==> src/rtl/craps_pkg.sv <==
// rtl/craps_pkg.sv - shared status encodings and default rule sums for the craps engine
package craps_pkg;

    localparam logic [1:0] ST_COME_OUT = 2'b00;
    localparam logic [1:0] ST_POINT    = 2'b01;
    localparam logic [1:0] ST_WIN      = 2'b10;
    localparam logic [1:0] ST_LOSE     = 2'b11;

    localparam int BLANK_DIE = 0;

    localparam int DEF_NAT_A     = 7;
    localparam int DEF_NAT_B     = 11;
    localparam int DEF_CRAPS_A   = 2;
    localparam int DEF_CRAPS_B   = 3;
    localparam int DEF_CRAPS_C   = 12;
    localparam int DEF_SEVEN_OUT = 7;

endpackage

==> src/rtl/dice_counter_chain.sv <==
// rtl/dice_counter_chain.sv - cascaded free-running die counters, each 1..DIE_FACES
module dice_counter_chain
    import craps_pkg::*;
#(
    parameter  int NUM_DICE  = 2,
    parameter  int DIE_FACES = 6,
    localparam int DIE_W     = $clog2(DIE_FACES + 1)
) (
    input  logic                      clock,
    input  logic                      reset,
    output logic [NUM_DICE*DIE_W-1:0] dice_o
);

    logic [NUM_DICE-1:0][DIE_W-1:0] die_q, die_d;
    logic                           carry;

    // A die only steps when every lower die wrapped this cycle; die 0 always steps.
    always_comb begin
        die_d = die_q;
        carry = 1'b1;
        for (int i = 0; i < NUM_DICE; i++) begin
            if (carry) begin
                if (die_q[i] == DIE_W'(DIE_FACES)) begin
                    die_d[i] = DIE_W'(1);
                end else begin
                    die_d[i] = die_q[i] + DIE_W'(1);
                    carry    = 1'b0;
                end
            end
        end
    end

    always_ff @(posedge clock or negedge reset) begin
        if (!reset) begin
            die_q <= {NUM_DICE{DIE_W'(1)}};
        end else begin
            die_q <= die_d;
        end
    end

    assign dice_o = die_q;

endmodule

==> src/rtl/craps_engine_n.sv <==
// rtl/craps_engine_n.sv - parametrised craps engine: roll sync, 3-stage evaluation, tallies
module craps_engine_n
    import craps_pkg::*;
#(
    parameter  int NUM_DICE  = 2,
    parameter  int DIE_FACES = 6,
    parameter  int NAT_A     = DEF_NAT_A,
    parameter  int NAT_B     = DEF_NAT_B,
    parameter  int CRAPS_A   = DEF_CRAPS_A,
    parameter  int CRAPS_B   = DEF_CRAPS_B,
    parameter  int CRAPS_C   = DEF_CRAPS_C,
    parameter  int SEVEN_OUT = DEF_SEVEN_OUT,
    parameter  int CNT_W     = 8,
    localparam int DIE_W     = $clog2(DIE_FACES + 1),
    localparam int SUM_W     = $clog2(NUM_DICE * DIE_FACES + 1)
) (
    input  logic                      clock,
    input  logic                      reset,
    input  logic                      roll,
    input  logic                      force_en,
    input  logic [NUM_DICE*DIE_W-1:0] force_dice,
    output logic [NUM_DICE*DIE_W-1:0] dice,
    output logic [SUM_W-1:0]          sum,
    output logic [SUM_W-1:0]          point,
    output logic [1:0]                status,
    output logic                      win,
    output logic                      loss,
    output logic                      busy,
    output logic [CNT_W-1:0]          roll_count,
    output logic [CNT_W-1:0]          win_count,
    output logic [CNT_W-1:0]          loss_count
);

    logic                      sync1_q, sync1_d, sync2_q, sync2_d, edge_q, edge_d;
    logic                      stage1_q, stage1_d, stage2_q, stage2_d;
    logic [NUM_DICE*DIE_W-1:0] dice_q, dice_d, chain_dice;
    logic [SUM_W-1:0]          sum_q, sum_d, point_q, point_d;
    logic [1:0]                state_q, state_d;
    logic [CNT_W-1:0]          roll_count_q, roll_count_d;
    logic [CNT_W-1:0]          win_count_q, win_count_d;
    logic [CNT_W-1:0]          loss_count_q, loss_count_d;
    logic                      roll_pulse, accept, is_natural, is_craps;

    function automatic logic [CNT_W-1:0] sat_inc(input logic [CNT_W-1:0] v);
        return (&v) ? v : v + CNT_W'(1);
    endfunction

    dice_counter_chain #(
        .NUM_DICE  (NUM_DICE),
        .DIE_FACES (DIE_FACES)
    ) u_chain (
        .clock  (clock),
        .reset  (reset),
        .dice_o (chain_dice)
    );

    assign roll_pulse = sync2_q & ~edge_q;
    assign busy       = stage1_q | stage2_q;
    assign accept     = roll_pulse & ~busy;

    always_comb begin
        sync1_d  = roll;
        sync2_d  = sync1_q;
        edge_d   = sync2_q;
        stage1_d = accept;
        stage2_d = stage1_q;
        dice_d   = dice_q;
        if (accept) begin
            dice_d = force_en ? force_dice : chain_dice;
        end
    end

    always_comb begin
        sum_d = sum_q;
        if (stage1_q) begin
            sum_d = '0;
            for (int i = 0; i < NUM_DICE; i++) begin
                sum_d = sum_d + SUM_W'(dice_q[i*DIE_W +: DIE_W]);
            end
        end
    end

    assign is_natural = (sum_q == SUM_W'(NAT_A)) || (sum_q == SUM_W'(NAT_B));
    assign is_craps   = (sum_q == SUM_W'(CRAPS_A)) || (sum_q == SUM_W'(CRAPS_B)) ||
                        (sum_q == SUM_W'(CRAPS_C));

    // Natural is tested before craps so overlapping rule sums resolve to a win.
    always_comb begin
        state_d      = state_q;
        point_d      = point_q;
        roll_count_d = roll_count_q;
        win_count_d  = win_count_q;
        loss_count_d = loss_count_q;
        if (stage2_q) begin
            if (state_q == ST_POINT) begin
                roll_count_d = sat_inc(roll_count_q);
                if (sum_q == point_q) begin
                    state_d     = ST_WIN;
                    point_d     = '0;
                    win_count_d = sat_inc(win_count_q);
                end else if (sum_q == SUM_W'(SEVEN_OUT)) begin
                    state_d      = ST_LOSE;
                    point_d      = '0;
                    loss_count_d = sat_inc(loss_count_q);
                end
            end else begin
                roll_count_d = sat_inc((state_q == ST_COME_OUT) ? roll_count_q : '0);
                if (is_natural) begin
                    state_d     = ST_WIN;
                    point_d     = '0;
                    win_count_d = sat_inc(win_count_q);
                end else if (is_craps) begin
                    state_d      = ST_LOSE;
                    point_d      = '0;
                    loss_count_d = sat_inc(loss_count_q);
                end else begin
                    state_d = ST_POINT;
                    point_d = sum_q;
                end
            end
        end
    end

    always_ff @(posedge clock or negedge reset) begin
        if (!reset) begin
            sync1_q      <= 1'b0;
            sync2_q      <= 1'b0;
            edge_q       <= 1'b0;
            stage1_q     <= 1'b0;
            stage2_q     <= 1'b0;
            dice_q       <= {NUM_DICE{DIE_W'(BLANK_DIE)}};
            sum_q        <= '0;
            point_q      <= '0;
            state_q      <= ST_COME_OUT;
            roll_count_q <= '0;
            win_count_q  <= '0;
            loss_count_q <= '0;
        end else begin
            sync1_q      <= sync1_d;
            sync2_q      <= sync2_d;
            edge_q       <= edge_d;
            stage1_q     <= stage1_d;
            stage2_q     <= stage2_d;
            dice_q       <= dice_d;
            sum_q        <= sum_d;
            point_q      <= point_d;
            state_q      <= state_d;
            roll_count_q <= roll_count_d;
            win_count_q  <= win_count_d;
            loss_count_q <= loss_count_d;
        end
    end

    assign dice       = dice_q;
    assign sum        = sum_q;
    assign point      = point_q;
    assign status     = state_q;
    assign win        = (state_q == ST_WIN);
    assign loss       = (state_q == ST_LOSE);
    assign roll_count = roll_count_q;
    assign win_count  = win_count_q;
    assign loss_count = loss_count_q;

endmodule

==> config.mk <==
export PLATFORM = sky130hd
export DESIGN_NAME = craps_engine_n
export DESIGN_NICKNAME = d
export VERILOG_FILES = /design/src/rtl/craps_pkg.sv /design/src/rtl/dice_counter_chain.sv /design/src/rtl/craps_engine_n.sv
export SDC_FILE = /design/constraint.sdc
export NUM_CORES = 1
export LEC_CHECK = 0
export ABC_AREA = 1
export BUFFER_PORTS_ARGS = -buffer_cell sky130_fd_sc_hd__buf_2
export CORE_AREA = 2 2 98 100
export CTS_BUF_LIST = sky130_fd_sc_hd__clkbuf_2
export CTS_CLUSTER_DIAMETER = 100
export DETAILED_ROUTE_END_ITERATION = 16
export DIE_AREA = 0 0 100 102
export PLACE_DENSITY = 0.52
export SLEW_MARGIN = 20
export SYNTH_ARGS = -nofsm -noshare
export SYNTH_HDL_FRONTEND = slang
export SYNTH_SLANG_ARGS = --single-unit
==> constraint.sdc <==
create_clock -name clock -period 4.25 [get_ports clock]
set_input_delay 0.85 -clock clock [delete_from_list [all_inputs] [get_ports clock]]
set_output_delay 0.85 -clock clock [all_outputs]
set_load 0.1 [all_outputs]
==> reports/metrics.yaml, run 1 <==
holdWs_ps: 393
critPathMaxStageDelay_ps: 630
crit_path_end_kind: "output pin"
fp-row-count: 35
setup_viol: 0
fin_ws_ps: 1660
overflow: 0
syn_area_um2: 3110
power.leakage_nw: 1.84
coreArea_um2: 9110
cp-start-kind: "flip-flop"
drive_above_1_share: 0.261
io_buffer_count: 52
placed_cells: 543
antenna_found_initial: 0
cts_buffer_depth: 2
die_y_um: 102
grt_max_degree: 52
cp_top_family: "flip-flops"
cts-buffers-inserted: 5
finalNetCount: 456
drc: 0
syn_avg_cell_area_um2: 8.08
cts_hold_buffers: 0
hold_viol: 0
die_w_um: 100
clock_latency_ps: 450
insertedDiodeCount: 0
tightest_slew_ps: 656
cts.sinks: 51
htreeDepth: 2
yosys-top-cells-area: "dfrtp_1, nand2_1, nor2_1"
fmax_mhz: 386
fp.dieArea_um2: 10200
cts_tree: "built"
synth-main-ff-cell: "dfrtp_1"
ioPinCount: 53
grt_pass1_wl_um: 11200
firstDrtPassIters: 4
gp_congestion: 0.808
hold_path_class: "reg2reg"
path_clk_slew_ps: 310
rsz0062_at_grt: "no"
grt_pass1_vias: 2388
netlist.top_cell.by_area: "dfrtp_1"
hpwl_um: 4930
post_cts.repair.setup_buffers: 0
drtIter0Drc: 86
finalCritPeriodShare: 0.610
post-place-ws_ps: 2190
ys_ff_latch: 51
drt_wl_total_um: 6540
initial_core_util: 0.341
criticalPathCategory: "reg2out"
ctsResizeCount: 0
synth_nets: 402
final_cells: 551
grtUsageTotal: 0.135
ir_drop_mv: 0.369
yosys_warnings: 0
synth_cell_type_count: 40
async_reset_ff_frac: 1.00
clock_skew_ps: 43.6
synth_edf_count: 0
cp_cell_sequence: "inv_1 > nor2_1 > buf_2"
cp.arrival_ps: 1740
synth_cells: 385
netlist.area_leader.share: 0.394
vias_per_cell: 4.62
ant_nets: 0
area_growth_pct: 13.4
post-route-min-period_ps: 2590
slew_headroom: 0.563
final_max_slew_viol_count: 0
fin_setup_tns_ps: 0
cp.required_ps: 3400
power_density_nw_per_um2: 715
cts_root_buf: "clkbuf_2"
cp_max_fo: 7
synth-seq-area-share: 0.411
drt-wirelength-per-cell_um: 11.9
crit_buf_inv: 2
postLayoutCoreUtil: 0.387
timing.max_cap.violations: 0
vias: 2544
status: "finished, final reports clean"
cp_slowest_cell: "dfrtp_1"
cell usage after synthesis, drive strengths merged, types with 2 or more instances:
cell type	n
a21oi	19
nand3	31
buf	6
inv	50
o21ai	21
xnor2	6
xor2	8
dfrtp	49
ha	6
nor3	4
nand4	4
dfstp	2
nor2	52
mux2i	2
nand2	117
per-layer routing:
metal / track usage / up-vias / wire length [um]
met5: 0 / - / 0
met4: 0.0369 / 0 / 65
met3: 0.0267 / 4 / 253
met2: 0.229 / 55 / 3150
met1: 0.177 / 1159 / 3070
li1: - / 1326 / -
final timing paths:
path	startpoint	to	slack [ps]	depth (start not counted)
worst max-delay path	status[1]	win	1660	3
worst min-delay path	sync1_q	edge_d	390	0
worst max register to register	status[1]	roll_count[4]	2350	7
worst min register to register	sync1_q	edge_d	390	0
max in group asynchronous	reset	win_count[1]	3330	2
min in group asynchronous	reset	roll_count[3]	460	2
kinds of logic after synthesis:
kind of cell / after synthesis / share of synthesized area
AO/OA/AOI/OAI: 45 / 0.0945
XOR/XNOR: 14 / 0.0394
adder cells (fa/ha/maj): 7 / 0.0306
buffers and inverters: 56 / 0.0764
flip-flops: 51 / 0.411
multiplexers: 2 / 0.00644
AND/OR/NAND/NOR: 210 / 0.342
state kept, by name, indices dropped and copies added (netlist names):
signal          count
loss_count          8
roll_count          8
win_count           8
dice                6
u_chain.dice_o      6
point               4
sum                 4
status              2
edge_d              1
edge_q              1
stage1_q            1
stage2_q            1
sync1_q             1
per-stage QoR:
stage	power [mW]	area [um2]
finish	2.52	3530
global route	2.69	3530
CTS	2.55	3530
detailed placement	2.32	3470
global placement	2.30	3470
floorplan	2.07	3110
power breakdown:
part           internal [mW]  leakage, nW  switching, mW  total (mW)
registers              0.586        0.634          0.174       0.760
logic                  0.291         1.17           1.24        1.54
clock network         0.0510       0.0367          0.175       0.226
total                  0.928         1.84           1.59        2.52
cell usage in the layout (no fill, tap or decap), drive strengths merged, types with 6 or more instances in the layout:
cell type,netlist,layout
a21oi,19,19
buf,6,53
dfrtp,49,49
ha,6,6
inv,50,52
nand2,117,117
nand3,31,31
nor2,52,52
o21ai,21,21
xnor2,6,6
xor2,8,8
worst register-to-register path, cell delays in order, from the launching register on:
cell and delay [ps]:
dfrtp_1 570, nor2_2 470, nand3_2 260, nor2_8 220
nand2_2 110, nand3_2 80, nor2_1 50, nor2_1 80
cell type report:
class,instances,area (um2)
multi-input cells,278,1590
fillers,968,5580
clock buffers,5,25.0
flip-flops and latches,51,1280
inverters,50,190
repair buffers,53,268
well taps,111,139
clock inverters,3,33.8
(Power assumes the default switching activity.)
==> inputs of run 2 (changes only) <==
--- a/config.mk
+++ b/config.mk
@@ -12,7 +12,7 @@
 export CTS_CLUSTER_DIAMETER = 100
 export DETAILED_ROUTE_END_ITERATION = 16
 export DIE_AREA = 0 0 100 102
-export PLACE_DENSITY = 0.52
+export PLACE_DENSITY = 0.54
 export SLEW_MARGIN = 20
 export SYNTH_ARGS = -nofsm -noshare
 export SYNTH_HDL_FRONTEND = slang
==> constraint.sdc (replaced) <==
create_clock -name clock -period 2.15 [get_ports clock]
set_input_delay 0.43 -clock clock [delete_from_list [all_inputs] [get_ports clock]]
set_output_delay 0.43 -clock clock [all_outputs]
set_load 0.1 [all_outputs]
==> run 2 against run 1 <==
Net effect:
- sequential power up 97%
- clock power rose to 2.8 times the previous value
- final area up 1.7%
- total power up 110%
- worst setup slack worse by 1500 ps
- clock-buffer cell count up 1
- sequential share of layout area down 0.55 points
- critical endpoint unchanged
- critical path depth unchanged
- combinational power up 99%
==> reports/metrics.yaml, run 2 (same netlist as run 1, synthesis figures left out) <==
rr_endpoint: "roll_count[6]"
gp_congestion: 0.851  # +5.3%
crit_path_end_kind: "output pin"
ir_drop_mv: 0.640  # +74%
grt_pass1_wl_um: 11400  # +0.92%
cts_hold_buffers: 0  # unchanged
overflow: 0  # unchanged
initial_core_util: 0.341  # unchanged
path_clk_slew_ps: 270  # -40 ps
grt_pass1_vias: 2443  # +2.3%
post-route-min-period_ps: 2010
hpwl_um: 4960  # +0.73%
critPathMaxStageDelay_ps: 560  # -70 ps
r2r_slack_ps: 500  # -1850 ps
io_buffer_count: 52  # unchanged
cts.sinks: 51  # unchanged
hold_viol: 0  # unchanged
cts-buffers-inserted: 5  # unchanged
vias: 2558  # +0.55%
tightest_slew_ps: 657  # +0.876 ps
cts_root_buf: "clkbuf_2"
drt_wl_total_um: 6650  # +1.7%
nFillCells: 958  # -1.0%
cp-start-kind: "flip-flop"
status: "finished, final reports clean"
mostFrequentLayoutCells: "nand2_1, buf_2, dfrtp_1"
post-place-ws_ps: 550  # -1640 ps
final_common_cell: "nand2_1"
ioPinCount: 53  # unchanged
drc: 0  # unchanged
fmax_mhz: 498
drive_above_1_share: 0.271  # +0.0101
fp.dieArea_um2: 10200  # unchanged
finalNetCount: 458  # +0.44%
cp_max_fo: 7  # unchanged
cts_tree: "built"
criticalPathCategory: "reg2out"
r2r_cells: 9  # +2
clock_latency_ps: 430  # -20 ps
rr_startpoint: "status[1]"
coreArea_um2: 9110  # unchanged
slew_headroom: 0.562  # -0.000584
firstDrtPassIters: 4  # unchanged
grt_max_degree: 52  # unchanged
drtIter0Drc: 106  # +23%
grtUsageTotal: 0.137  # +0.00183
insertedDiodeCount: 0  # unchanged
p_total_mw: 5.20  # +110%
placed_cells: 545  # +0.37%
cp_cell_sequence: "inv_1 > nor2_4 > clkbuf_4"
die_w_um: 100  # unchanged
power.leakage_nw: 1.87  # +1.4%
final_max_slew_viol_count: 0  # unchanged
fp-row-count: 35  # unchanged
rsz0062_at_grt: "no"
cp.required_ps: 1720  # -1680 ps
fin_ws_ps: 140  # -1520 ps
fin_setup_tns_ps: 0  # unchanged
cp.arrival_ps: 1580  # -160 ps
finalCritPeriodShare: 0.935
critPathLaunch: "status[1]"
clock_skew_ps: 22.2  # -21.4 ps
timing.max_cap.violations: 0  # unchanged
setup_viol: 0  # unchanged
drt-wirelength-per-cell_um: 12.0  # +1.4%
antenna_found_initial: 0  # unchanged
power_density_nw_per_um2: 1450  # +100%
area_growth_pct: 15.4
htreeDepth: 2  # unchanged
hold_path_class: "in2async"
die_y_um: 102  # unchanged
vias_per_cell: 4.63  # +0.19%
cp_slowest_cell: "dfrtp_2"
ant_nets: 0  # unchanged
final_cells: 553  # +0.36%
cts_buffer_depth: 2  # unchanged
==> run 2: timing repair <==
action	in CTS	in global routing
setup buffers	0	0
setup endpoints to repair	0	2
gates resized for setup	0	2
==> run 2: metrics by stage <==
stage | cell area, um2 | utilization | hold WS, ps
after floorplan | 3120 | - | 134
after global placement | 3490 | 0.384 | 338
after detailed placement | 3490 | 0.384 | 354
after CTS | 3580 | 0.394 | 57.6
after global routing | 3590 | 0.394 | 53.1
final | 3590 | 0.394 | 67.5
==> run 2: how the worst max path moves through the flow <==
stage | to | depth (start not counted)
global placement | roll_count[6] | 9
finish | win | 3
CTS | win | 3
global route | win | 3
detailed placement | roll_count[6] | 9
floorplan | loss_count[4] | 9
==> run 2: critical path: cells and delay by family, from the launching register on <==
kind / cells / cell delay, ps
and+or+nand+nor: 1 / 100
DFF: 1 / 560
buffers and inverters: 2 / 490
==> run 2: area by class of cell <==
cell class / instances / area (um2) / area share
clock inverter: 2 / 60.1 / 0.0167
tap: 111 / 139 / 0.0387
sequential: 51 / 1280 / 0.357
timing repair buffer: 55 / 288 / 0.0802
inverter: 50 / 190 / 0.0530
clock buffer: 6 / 30.0 / 0.00837
multi-input combinational: 278 / 1600 / 0.446
==> run 2: per-layer routing <==
metal  GRT usage  routed length [um]  up-vias
li1            -                   -     1324
met5           0                   0        -
met4      0.0348                  71        0
met2       0.229                3160       48
met1       0.182                3150     1181
met3      0.0274                 269        5
==> run 2: report_power, final <==
part | total, mW | internal (mW) | switching (mW)
Clock | 0.633 | 0.318 | 0.316
Sequential | 1.50 | 1.16 | 0.340
Combinational | 3.07 | 0.591 | 2.48
==> inputs of run 3 (changes only) <==
--- a/config.mk
+++ b/config.mk
@@ -6,6 +6,7 @@
 export NUM_CORES = 1
 export LEC_CHECK = 0
 export ABC_AREA = 1
+export ABC_CLOCK_PERIOD_IN_PS = 1600
 export BUFFER_PORTS_ARGS = -buffer_cell sky130_fd_sc_hd__buf_2
 export CORE_AREA = 2 2 98 100
 export CTS_BUF_LIST = sky130_fd_sc_hd__clkbuf_2
==> constraint.sdc (replaced) <==
create_clock -name clock -period 1.6 [get_ports clock]
set_input_delay 0.32 -clock clock [delete_from_list [all_inputs] [get_ports clock]]
set_output_delay 0.32 -clock clock [all_outputs]
set_load 0.1 [all_outputs]
==> run 3 against run 2 <==
Net effect:
- critical endpoint is now loss
- final area up 29%
- the flow now finishes with violations (setup timing)
- largest cell class unchanged
- via count up 7.8%
- critical path depth up 1
==> reports/metrics.yaml, run 3 (same netlist as run 1, synthesis figures left out) <==
mostFrequentLayoutCells: "nand2_1, buf_4, nor2_1"
vias: 2758  # +7.8%
final_cells: 597  # +8.0%
insertedDiodeCount: 0  # unchanged
min_path_cells: 3
critPathLaunch: "status[0]"
io_buffer_count: 52  # unchanged
final_max_slew_viol_count: 0  # unchanged
p_sw_frac: 0.559  # -0.0432
pwr-share-clk: 0.071  # -0.051
slew_headroom: 0.791  # +0.229
drt_wl_total_um: 7270  # +9.4%
cts-buffers-inserted: 5  # unchanged
timing.max_cap.violations: 0  # unchanged
clock_latency_ps: 450  # +20 ps
cp.arrival_ps: 1430  # -150 ps
violations: "setup timing"
drc: 0  # unchanged
hold_viol: 0  # unchanged
hpwl_um: 4910  # -1.1%
cts_tree: "built"
cts.sinks: 51  # unchanged
holdCritStartpoint: "force_dice[4]"
r2r_cells: 9  # unchanged
criticalPathCategory: "reg2out"
drive_above_1_share: 0.496  # +0.224
initial_core_util: 0.341  # unchanged
antenna_found_initial: 0  # unchanged
status: "finished with violations"
firstDrtPassIters: 4  # unchanged
power_density_nw_per_um2: 1850  # +27%
coreArea_um2: 9110  # unchanged
cts_root_buf: "clkbuf_2"
internal_power_mw: 3.77  # +82%
rsz0062_at_grt: "yes"
pwr-share-comb: 0.678  # +0.088
power.leakage_nw: 2.15  # +15%
finalCritPeriodShare: 1.09
clock_skew_ps: 31.5  # +9.29 ps
final_common_cell: "nand2_1"
drt-wirelength-per-cell_um: 12.2  # +1.3%
die_y_um: 102  # unchanged
grtUsageTotal: 0.144  # +0.00755
ioPinCount: 53  # unchanged
setup_viol: 23  # +23
overflow: 0  # unchanged
tightest_slew_ps: 314  # -343 ps
ir_drop_mv: 1.31  # +110%
gp_congestion: 0.833  # -2.1%
die_w_um: 100  # unchanged
cp-start-kind: "flip-flop"
finalNetCount: 502  # +9.6%
post-route-min-period_ps: 1750
power_frac_seq: 0.251  # -0.038
fin_ws_ps: -146  # -286 ps
cts_buffer_depth: 2  # unchanged
grt_max_degree: 52  # unchanged
cp.required_ps: 1280  # -440 ps
postLayoutCoreUtil: 0.508  # +0.114
grt_pass1_vias: 2565  # +5.0%
p_sw_mw: 4.77  # +52%
fp-row-count: 35  # unchanged
rr_startpoint: "sum[2]"
grt_pass1_wl_um: 11900  # +5.1%
ant_nets: 0  # unchanged
fp.dieArea_um2: 10200  # unchanged
placed_cells: 553  # +1.5%
area_growth_pct: 48.7
crit_path_end_kind: "output pin"
fmax_mhz: 573
hold_path_class: "in2reg"
vias_per_cell: 4.62  # -0.13%
drtIter0Drc: 57  # -46%
nFillCells: 868  # -9.4%
htreeDepth: 2  # unchanged
cp_max_fo: 4  # -3
path_clk_slew_ps: 300  # +30 ps
## run 3: changes by cell type in the layout (fill, tap and decap cells not counted), moves of 5 or more
cell / before / now
buf_4: 3 / 42
nand2_1: 103 / 86
buf_12: 0 / 13
dfrtp_4: 0 / 17
nor2_1: 44 / 39
nand2_2: 8 / 20
buf_2: 50 / 9
dfrtp_2: 2 / 23
inv_1: 42 / 37
nand3_1: 22 / 17
dfrtp_1: 47 / 9
buf_6: 0 / 29
## run 3: power by group through the flow
stage / sequential (mW) / combinational [mW] / clock, mW
after floorplan: 4.05 / 1.67 / 0
after global placement: 2.15 / 4.44 / 0
after detailed placement: 2.16 / 4.45 / 0
after CTS: 2.12 / 5.27 / 0.668
after global routing: 2.19 / 6.12 / 0.695
final: 2.14 / 5.79 / 0.607
## run 3: per-layer routing
layer / track usage / vias to the layer above / share of wire
li1: - / 1420 / -
met1: 0.187 / 1287 / 0.47
met2: 0.252 / 47 / 0.49
met3: 0.0253 / 4 / 0.034
met4: 0.0358 / 0 / 0.0062
met5: 0 / - / 0
## run 3: path summary, 6_finish.rpt
kind	end	slack (ps)
worst max-delay path	loss	-150
worst min-delay path	dice[4]	130
worst max register to register	win_count[2]	-50
worst min register to register	edge_d	400
max in group asynchronous	u_chain.dice_o[3]	980
min in group asynchronous	roll_count[5]	330
## run 3: timing repair
action                                  in CTS  in global routing
endpoints found under the setup margin      54                 57
endpoints found under the hold margin       52                  0
gates cloned                                 1                  0
hold buffers                                 2                  0
setup buffers                               19                 15
pin swaps                                    4                 26
resized for setup                           83                 68
## run 3: area by class of cell
cell class / instances / area (um2) / area share
multi-input cells: 279 / 1850 / 0.399
flip-flops and latches: 51 / 1370 / 0.297
repair buffers: 98 / 1010 / 0.219
inverters: 50 / 201 / 0.0436
well taps: 111 / 139 / 0.0300
clock inverters: 3 / 28.8 / 0.00622
clock buffers: 5 / 25.0 / 0.00541
## run 3: stage by stage
step	power (mW)	instance area [um2]	TNS (ps)	worst slack, ps	hold slack (ps)
finish	8.54	4620	-915	-146	132
global route	9.00	4620	-3330	-227	79.0
CTS	8.05	4250	-598	-185	59.9
detailed placement	6.61	3760	0	60.8	340
global placement	6.59	3760	0	65.8	338
floorplan	5.72	3250	-47.5	-47.5	24.4
## run 3: critical path, stage by stage, from the launching register on
cell and delay, ps:
dfrtp_4 550, buf_6 140, nand2_4 60, clkinvlp_4 80, buf_12 170
